### src/rtl/vga_timing_pkg.sv
// vga_timing_pkg: 640x480@60 timing constants, decoder state enum and window helper
package vga_timing_pkg;
  localparam logic [9:0] H_VISIBLE = 10'd640;
  localparam logic [9:0] H_FRONT = 10'd16;
  localparam logic [9:0] H_SYNC = 10'd96;
  localparam logic [9:0] H_BACK = 10'd48;
  localparam logic [9:0] H_SYNC_START = H_VISIBLE + H_FRONT;
  localparam logic [9:0] H_SYNC_END = H_SYNC_START + H_SYNC - 10'd1;
  localparam logic [9:0] H_TOTAL = H_SYNC_END + 10'd1 + H_BACK;
  localparam logic [9:0] V_VISIBLE = 10'd480;
  localparam logic [9:0] V_FRONT = 10'd10;
  localparam logic [9:0] V_SYNC = 10'd2;
  localparam logic [9:0] V_BACK = 10'd33;
  localparam logic [9:0] V_SYNC_START = V_VISIBLE + V_FRONT;
  localparam logic [9:0] V_SYNC_END = V_SYNC_START + V_SYNC - 10'd1;
  localparam logic [9:0] V_TOTAL = V_SYNC_END + 10'd1 + V_BACK;
  typedef enum logic [1:0] {UNLOCKED, H_ALIGN, V_ALIGN, LOCKED} sync_state_t;
  function automatic logic in_win(input logic [9:0] v, input logic [9:0] lo, input logic [9:0] hi);
    return v >= lo && v <= hi;
  endfunction
endpackage

### src/rtl/sync_edge_detect.sv
// sync_edge_detect: falling-edge detector for an active-low sync (in: clock, reset, sync; out: fall = previous sample 1, current sample 0)
module sync_edge_detect (
  input  logic clock,
  input  logic reset,
  input  logic sync,
  output logic fall
);
  logic prev;
  always_ff @(posedge clock or posedge reset)
    if (reset) prev <= 1'b1;
    else prev <= sync;
  assign fall = prev & ~sync;
endmodule

### src/rtl/vga_sync_decoder.sv
// vga_sync_decoder: recovers 640x480@60 coordinates and lock from hsync/vsync (in: clock, reset, hsync, vsync; out: pixel_x, pixel_y, video_enable, frame_start, locked, h_err, v_err)
module vga_sync_decoder
  import vga_timing_pkg::*;
#(
  parameter int LOCK_LINES = 2
) (
  input  logic       clock,
  input  logic       reset,
  input  logic       hsync,
  input  logic       vsync,
  output logic [9:0] pixel_x,
  output logic [9:0] pixel_y,
  output logic       video_enable,
  output logic       frame_start,
  output logic       locked,
  output logic       h_err,
  output logic       v_err
);
  localparam int GW = $clog2(LOCK_LINES + 1);
  sync_state_t state, state_n;
  logic h_fall, v_fall, reload, h_wrap, h_bad, v_bad;
  logic [9:0] h_cnt, v_cnt, h_pred, h_n, v_n;
  logic [GW-1:0] good, good_n;
  sync_edge_detect u_h (.clock(clock), .reset(reset), .sync(hsync), .fall(h_fall));
  sync_edge_detect u_v (.clock(clock), .reset(reset), .sync(vsync), .fall(v_fall));
  assign pixel_x = h_cnt;
  assign pixel_y = v_cnt;
  always_comb begin
    h_pred = h_cnt == H_TOTAL - 10'd1 ? '0 : h_cnt + 10'd1;
    reload = h_fall && state != LOCKED;
    h_wrap = !reload && h_cnt == H_TOTAL - 10'd1;
    h_n = reload ? H_SYNC_START : h_pred;
    v_n = v_fall && state == V_ALIGN ? V_SYNC_START :
          !h_wrap ? v_cnt : v_cnt == V_TOTAL - 10'd1 ? '0 : v_cnt + 10'd1;
    // sync is active-low, so a level equal to the window flag is a mismatch
    h_bad = hsync == in_win(h_n, H_SYNC_START, H_SYNC_END);
    v_bad = h_n == '0 && vsync == in_win(v_n, V_SYNC_START, V_SYNC_END);
    state_n = state;
    good_n = good;
    case (state)
      UNLOCKED: state_n = h_fall ? H_ALIGN : UNLOCKED;
      H_ALIGN:
        if (h_fall) begin
          good_n = h_pred == H_SYNC_START ? good + GW'(1) : '0;
          if (good_n == GW'(LOCK_LINES)) begin
            state_n = V_ALIGN;
            good_n = '0;
          end
        end
      V_ALIGN: state_n = h_fall && h_pred != H_SYNC_START ? H_ALIGN : v_fall ? LOCKED : V_ALIGN;
      LOCKED: state_n = h_bad ? H_ALIGN : v_bad ? V_ALIGN : LOCKED;
    endcase
  end
  always_ff @(posedge clock or posedge reset)
    if (reset) begin
      state <= UNLOCKED;
      h_cnt <= '0;
      v_cnt <= '0;
      good <= '0;
      locked <= 1'b0;
      video_enable <= 1'b0;
      frame_start <= 1'b0;
      h_err <= 1'b0;
      v_err <= 1'b0;
    end else begin
      state <= state_n;
      h_cnt <= h_n;
      v_cnt <= v_n;
      good <= good_n;
      locked <= state_n == LOCKED;
      video_enable <= state_n == LOCKED && h_n < H_VISIBLE && v_n < V_VISIBLE;
      frame_start <= state_n == LOCKED && h_n == '0 && v_n == '0;
      h_err <= state == LOCKED && h_bad;
      v_err <= state == LOCKED && !h_bad && v_bad;
    end
endmodule

### config.mk
export PLATFORM = sky130hd
export DESIGN_NAME = vga_sync_decoder
export DESIGN_NICKNAME = d
export VERILOG_FILES = /design/src/rtl/vga_timing_pkg.sv /design/src/rtl/sync_edge_detect.sv /design/src/rtl/vga_sync_decoder.sv
export SDC_FILE = /design/constraint.sdc
export NUM_CORES = 1
export LEC_CHECK = 0
export CAP_MARGIN = 10
export CORE_MARGIN = 2
export CORE_UTILIZATION = 49
export CTS_CLUSTER_DIAMETER = 40
export DETAILED_ROUTE_END_ITERATION = 8
export GPL_ROUTABILITY_DRIVEN = 0
export PLACE_DENSITY = 0.76
export SYNTH_ARGS = -nofsm -noshare
export SYNTH_HDL_FRONTEND = slang
export SYNTH_SLANG_ARGS = --single-unit
### constraint.sdc
create_clock -name clock -period 2.8 [get_ports clock]
set_input_delay 0.56 -clock clock [delete_from_list [all_inputs] [get_ports clock]]
set_output_delay 0.56 -clock clock [all_outputs]
set_load 0.03 [all_outputs]
Yosys cells after proc, flatten, opt, wreduce, memory -nomap -nowiden
Index checks and enable logic that the tools add are counted.
- flip-flop bits (word level): 31
- input bits: 4
- output and inout bits: 25
- add/subtract/negate cells: 3
- order comparisons: 6
- eq/ne operators: 12
- muxes and demuxes: 15
- bitwise operators: 4
- reduce and logical (&&, ||, !) cells: 20
- operators by type and width (operator ; number):
    $mux 10 ; 5
    $eq 10x10->1 const B ; 3
    $add 10x1->10 const B ; 2
    $logic_not 10->1 ; 2
    $logic_and 1x1->1 ; 14
    $mux 2 ; 6
    $ge 10x10->1 const B ; 1
    $ge 10x9->1 const B ; 1
    $le 10x10->1 const B ; 1
    $le 10x9->1 const B ; 1
    $lt 10x10->1 const B ; 1
    $lt 10x9->1 const B ; 1
    $ne 10x10->1 const B ; 1
    $eq 2x2->1 const B ; 4
    $pmux 2 s4 ; 1
    $mux 1 ; 3
    $add 2x1->2 const B ; 1
    $and 1x1->1 ; 2
    $eq 1x1->1 ; 2
    $eq 2x1->1 const B ; 1
    $logic_not 1->1 ; 2
    $logic_not 2->1 ; 1
    $ne 2x2->1 const B ; 1
    $not 1->1 ; 2
    $reduce_and 2->1 ; 1

Logic depth before layout (Yosys ltp)
- depth after elaboration: 17
- mapped depth: 12
- mapped depth without buffers: 11

Hierarchy
From an unflattened synthesis, not the netlist that was laid out.
- cell total of the unflattened synthesis: 232
- area, all modules: 2135.8 um2
- modules (own cells, without submodules) (module ; instances ; cells an instance ; area an instance (um2)):
    vga_sync_decoder ; 1 ; 226 ; 2048.2
    sync_edge_detect ; 2 ; 3 ; 43.8

Worst setup path after synthesis
Ideal clock, no wire load.
- path type: register to register
- start point: register h_cnt[0], in the netlist pixel_x[0]
- end point: register frame_start
- library setup time: 94 ps
- arrival time: 3197 ps
- setup slack: -491 ps
- stages on the path, launching flop included: 13
- buffers on the path: 2
- path through: dfrtp_1 > ha_1 > buf_2 > and4_1 > nand3_2 > buf_6 > or4_4 > mux2i_4 > nand4_2 > nor4_2 > mux2i_1 > o2bb2ai_2 > nor4b_4
- longest elaborated chain between the ends: 14
- elaborated cells between the ends (all ways): 32
- those cells by class: add/sub (1); order compare (4); eq/ne (7); mux (11); reduce/logical (9)
- ends and longest elaborated chain (element ; RTL line ; text):
    from (decl) ; vga_sync_decoder.sv:22 ; logic [9:0] h_cnt, v_cnt, h_pred, h_n, v_n;
    from (signal assigned) ; vga_sync_decoder.sv:67 ; h_cnt <= h_n;
    $eq 10x10->1 * ; vga_sync_decoder.sv:31 ; h_wrap = !reload && h_cnt == H_TOTAL - 10'd1;
    $logic_and 1x1->1 * ; vga_sync_decoder.sv:31 ;
    $mux 10 * ; vga_sync_decoder.sv:34 ; !h_wrap ? v_cnt : v_cnt == V_TOTAL - 10'd1 ? '0 : v_cnt + 10'd1;
    $mux 10 * ; vga_sync_decoder.sv:33 ; v_n = v_fall && state == V_ALIGN ? V_SYNC_START :
    via v_n[6] ; vga_sync_decoder.sv:22 ;
    $ge 10x9->1 / $le 10x9->1 (equally long branches) ; vga_timing_pkg.sv:19 ; return v >= lo && v <= hi;
    $logic_and 1x1->1 ; vga_timing_pkg.sv:19 ;
    $eq 1x1->1 ; vga_sync_decoder.sv:37 ; v_bad = h_n == '0 && vsync == in_win(v_n, V_SYNC_START, V_SYNC_END);
    $logic_and 1x1->1 ; vga_sync_decoder.sv:37 ;
    $mux 1 ; vga_sync_decoder.sv:51 ; LOCKED: state_n = h_bad ? H_ALIGN : v_bad ? V_ALIGN : LOCKED;
    $mux 2 ; vga_sync_decoder.sv:51 ;
    $pmux 2 s4 ; vga_sync_decoder.sv:40 ; case (state)
    $eq 2x2->1 ; vga_sync_decoder.sv:72 ; frame_start <= state_n == LOCKED && h_n == '0 && v_n == '0;
    $logic_and 1x1->1 ; vga_sync_decoder.sv:72 ;
    $logic_and 1x1->1 * ; vga_sync_decoder.sv:72 ;
    to (signal assigned) ; vga_sync_decoder.sv:62 ; frame_start <= 1'b0;
    to (signal assigned) ; vga_sync_decoder.sv:72 ;
    to (decl) ; vga_sync_decoder.sv:14 ; output logic frame_start,
Mark *: on every way through the listed nets, which the timed path passes. The rest lies on a longest branch.
A chain may end at the register's enable or synchronous reset.

Worst setup path in the final report
- start point: register h_cnt[5], in the netlist pixel_x[5]
- end point: register frame_start
The elaborated chain is that of the path after synthesis.

==> reports/metrics.yaml <==
outcome:
  status: "finished, violations left"
  violations: "negative setup slack"
global_routing:
  grt_max_degree: 32
  grt_overflow: 0
  grt_pass1_vias: 2134
  grt.total_usage: 0.289
  antenna_found_initial: 0
  grt_pass1_wl_mm: 9.84
routing:
  ant_nets: 0
  vias: 2265
  wl_mm: 6.53
  vias_per_cell: 6.12
  wl_per_cell_um: 17.7
  drc: 0
  dr.pass1.iters: 5
  drt_iter0_markers: 180
cts:
  cts-root-buf: "clkbuf_8"
  cts_buffers: 5
  htree_levels: 2
  cts.sinks: 31
  insertion_delay_ns: 0.29
  clkTransAtPathRegs_ns: 0.06
  cts_buffer_depth: 2
  cts_tree: "yes"
  cts_hold_buf: 0
finish:
  final_cell_mix: "70 x buf_4, 27 x clkdlybuf4s50_1, 23 x nor2_1"
  final_nets: 327
  layout.cells.non_filler: 370
  layout_commonest_cell: "buf_4"
  area_growth_syn_to_layout_pct: 54.7
  diodes: 0
  n_fill_cell: 245
  fin_area_mm2: 0.00312
  drive_gt1_frac: 0.375
synthesis:
  syn-num-nets: 229
  yosys_register_bits: 31
  ys_async_sr_fraction: 1.00
  synth_area_per_cell_um2: 9.13
  ys_seq_area_frac: 0.386
  synth_top_area_frac: 0.360
  synth_ff_type: "dfrtp_1"
  netlist_area_mm2: 0.00202
  synth_top_area_cell: "dfrtp_1"
  ys_types: 58
  ys_top_cells_by_area: "dfrtp_1 36%, nor2_1 4.3%, nand3_1 3.2%"
  postSynthCellCount: 221
  yosys_warnings: 0
  synth-edff-count: 0
pwr:
  total_power_mw: 1.35
  p_per_area_mw_per_mm2: 433
  leakagePower_nw: 1.32
  ir_worst_vdd_mv: 0.308
setup_path:
  end_kind: "flop"
  worstPathMaxFanout: 4
  worstReg2RegStart: "pixel_x[5]"
  critical_path_class: "reg -> reg"
  cp-start-kind: "flop"
  r2r_setup_slack_ns: -0.13
  worstRegToRegCells: 11
  cp.required_ns: 3.00
  arrival_ns: 3.13
  r2r-end: "frame_start"
sta:
  worstMarginPinSlew_ns: 0.440
  setup_slack_ns: -0.129
  maxSlewHeadroom: 0.706
  setup_viol: 3
  slew_viol_final: 0
  finClkSkew_ns: 0.00418
  maxClockFrequency_mhz: 341
  fin_crit_ns: 2.93
  rsz0062_at_grt: "yes"
  min_period_over_period: 1.05
  fin_setup_tns_ns: -0.267
  hold_viol_final: 0
min_path:
  hold_path_depth: 1
  hold_class: "reg -> reg"
  whs_endpoint: "good[1]"
  hold_path_startpoint: "good[1]"
floorplan:
  die_y_um: 68.2
  die-area_mm2: 0.00465
  dieWidth_um: 68.2
  rows: 23
  io_pins: 29
  core_region_area_mm2: 0.00397
  initial_utilization: 0.508
place:
  placed_cells: 351
  io_buffers: 28
  dpl.hpwl_mm: 4.43
  place_area_mm2: 0.00280
flow_run:
  drv_cap: 0
==> through the flow <==
| stage | utilization | hold slack, ns | setup slack (ns) |
|---|---|---|---|
| 6_report | 0.785 | 0.512 | -0.129 |
| 5_1_grt | 0.785 | 0.511 | -0.260 |
| 4_1_cts | 0.751 | 0.504 | -0.153 |
| 3_5_place_dp | 0.706 | 0.481 | -0.575 |
| 3_3_place_gp | 0.706 | 0.478 | -0.450 |
| 2_1_floorplan | - | 0.451 | -0.0578 |
==> logic make-up after synthesis <==
group | synth area share
and+or+nand+nor | 0.332
AOI/OAI and AO/OA | 0.161
DFF | 0.386
buffers and inverters | 0.0428
xor gates and xnor gates | 0.0217
muxes | 0.0316
adders and majority gates | 0.0248
==> cell type report <==
cell class	count	area, um2	area share
repair buffers	101	847	0.272
well taps	50	62.6	0.0201
multi-input cells	172	1300	0.417
inverters	8	30.0	0.00963
clock buffers	7	86.3	0.0277
flip-flops and latches	31	788	0.253
clock inverters	1	5.00	0.00160
==> power by group <==
part	switching, mW	internal [mW]
combinational	0.232	0.208
sequential	0.0552	0.491
clock	0.165	0.198
total	0.453	0.898
==> synth_stat cells, types with 3 or more instances <==
cell and instances:
nor3_1 12, or3_1 4, and2_1 4, o21ai_0 3
nor2_1 23, o21ai_1 4, nor4_1 5, nand2b_1 6
a21oi_1 8, dfrtp_1 29, inv_1 8, o21a_1 3
ha_1 4, mux2i_1 3, nand4_1 7, xor2_1 3
nand3_1 13, nand2_1 17, a221o_1 3, nor2b_1 4
clkbuf_1 5, buf_2 3, a31oi_1 3
==> routing by layer <==
layer  vias to the layer above  part of all wire  GRT usage
met1                      1088              0.38      0.330
met4                         0             0.039      0.133
met2                       125              0.52      0.515
met5                         -                 0          0
li1                       1024                 -          -
met3                        28             0.066     0.0609
==> worst max-delay path by stage <==
stage                    start     endpoint  slack (ns)  cells after the start
global placement         hsync  frame_start       -0.45                     11
floorplan           pixel_x[0]  frame_start       -0.06                     12
global route        pixel_x[6]  frame_start       -0.26                     10
finish              pixel_x[5]  frame_start       -0.13                     11
CTS                 pixel_x[6]  frame_start       -0.15                     10
detailed placement       hsync  frame_start       -0.58                     11
==> timing repair <==
item                       4_1_cts  5_1_grt
buffers inserted                 8        3
gates cloned                     0        0
gates resized for setup          7       21
pin swaps                        4       10
setup endpoints to repair        5        6
==> worst max-delay path: stages, from the launching register on <==
cell	delay [ns]
dfrtp_2	0.43
nor4b_4	0.39
nand3_2	0.17
buf_6	0.15
buf_4	0.14
buf_4	0.13
a211o_1	0.23
a221o_1	0.35
buf_4	0.17
nor4_2	0.23
nand4_1	0.21
nor4b_4	0.24
==> sequential cells by signal (all words and copies together) (netlist names) <==
| signal | flops |
|---|---|
| frame_start | 1 |
| good | 2 |
| h_err | 1 |
| locked | 1 |
| pixel_x | 10 |
| pixel_y | 10 |
| state | 2 |
| u_h.prev | 1 |
| u_v.prev | 1 |
| v_err | 1 |
| video_enable | 1 |
Note: power is estimated with default switching activity, not from simulation.
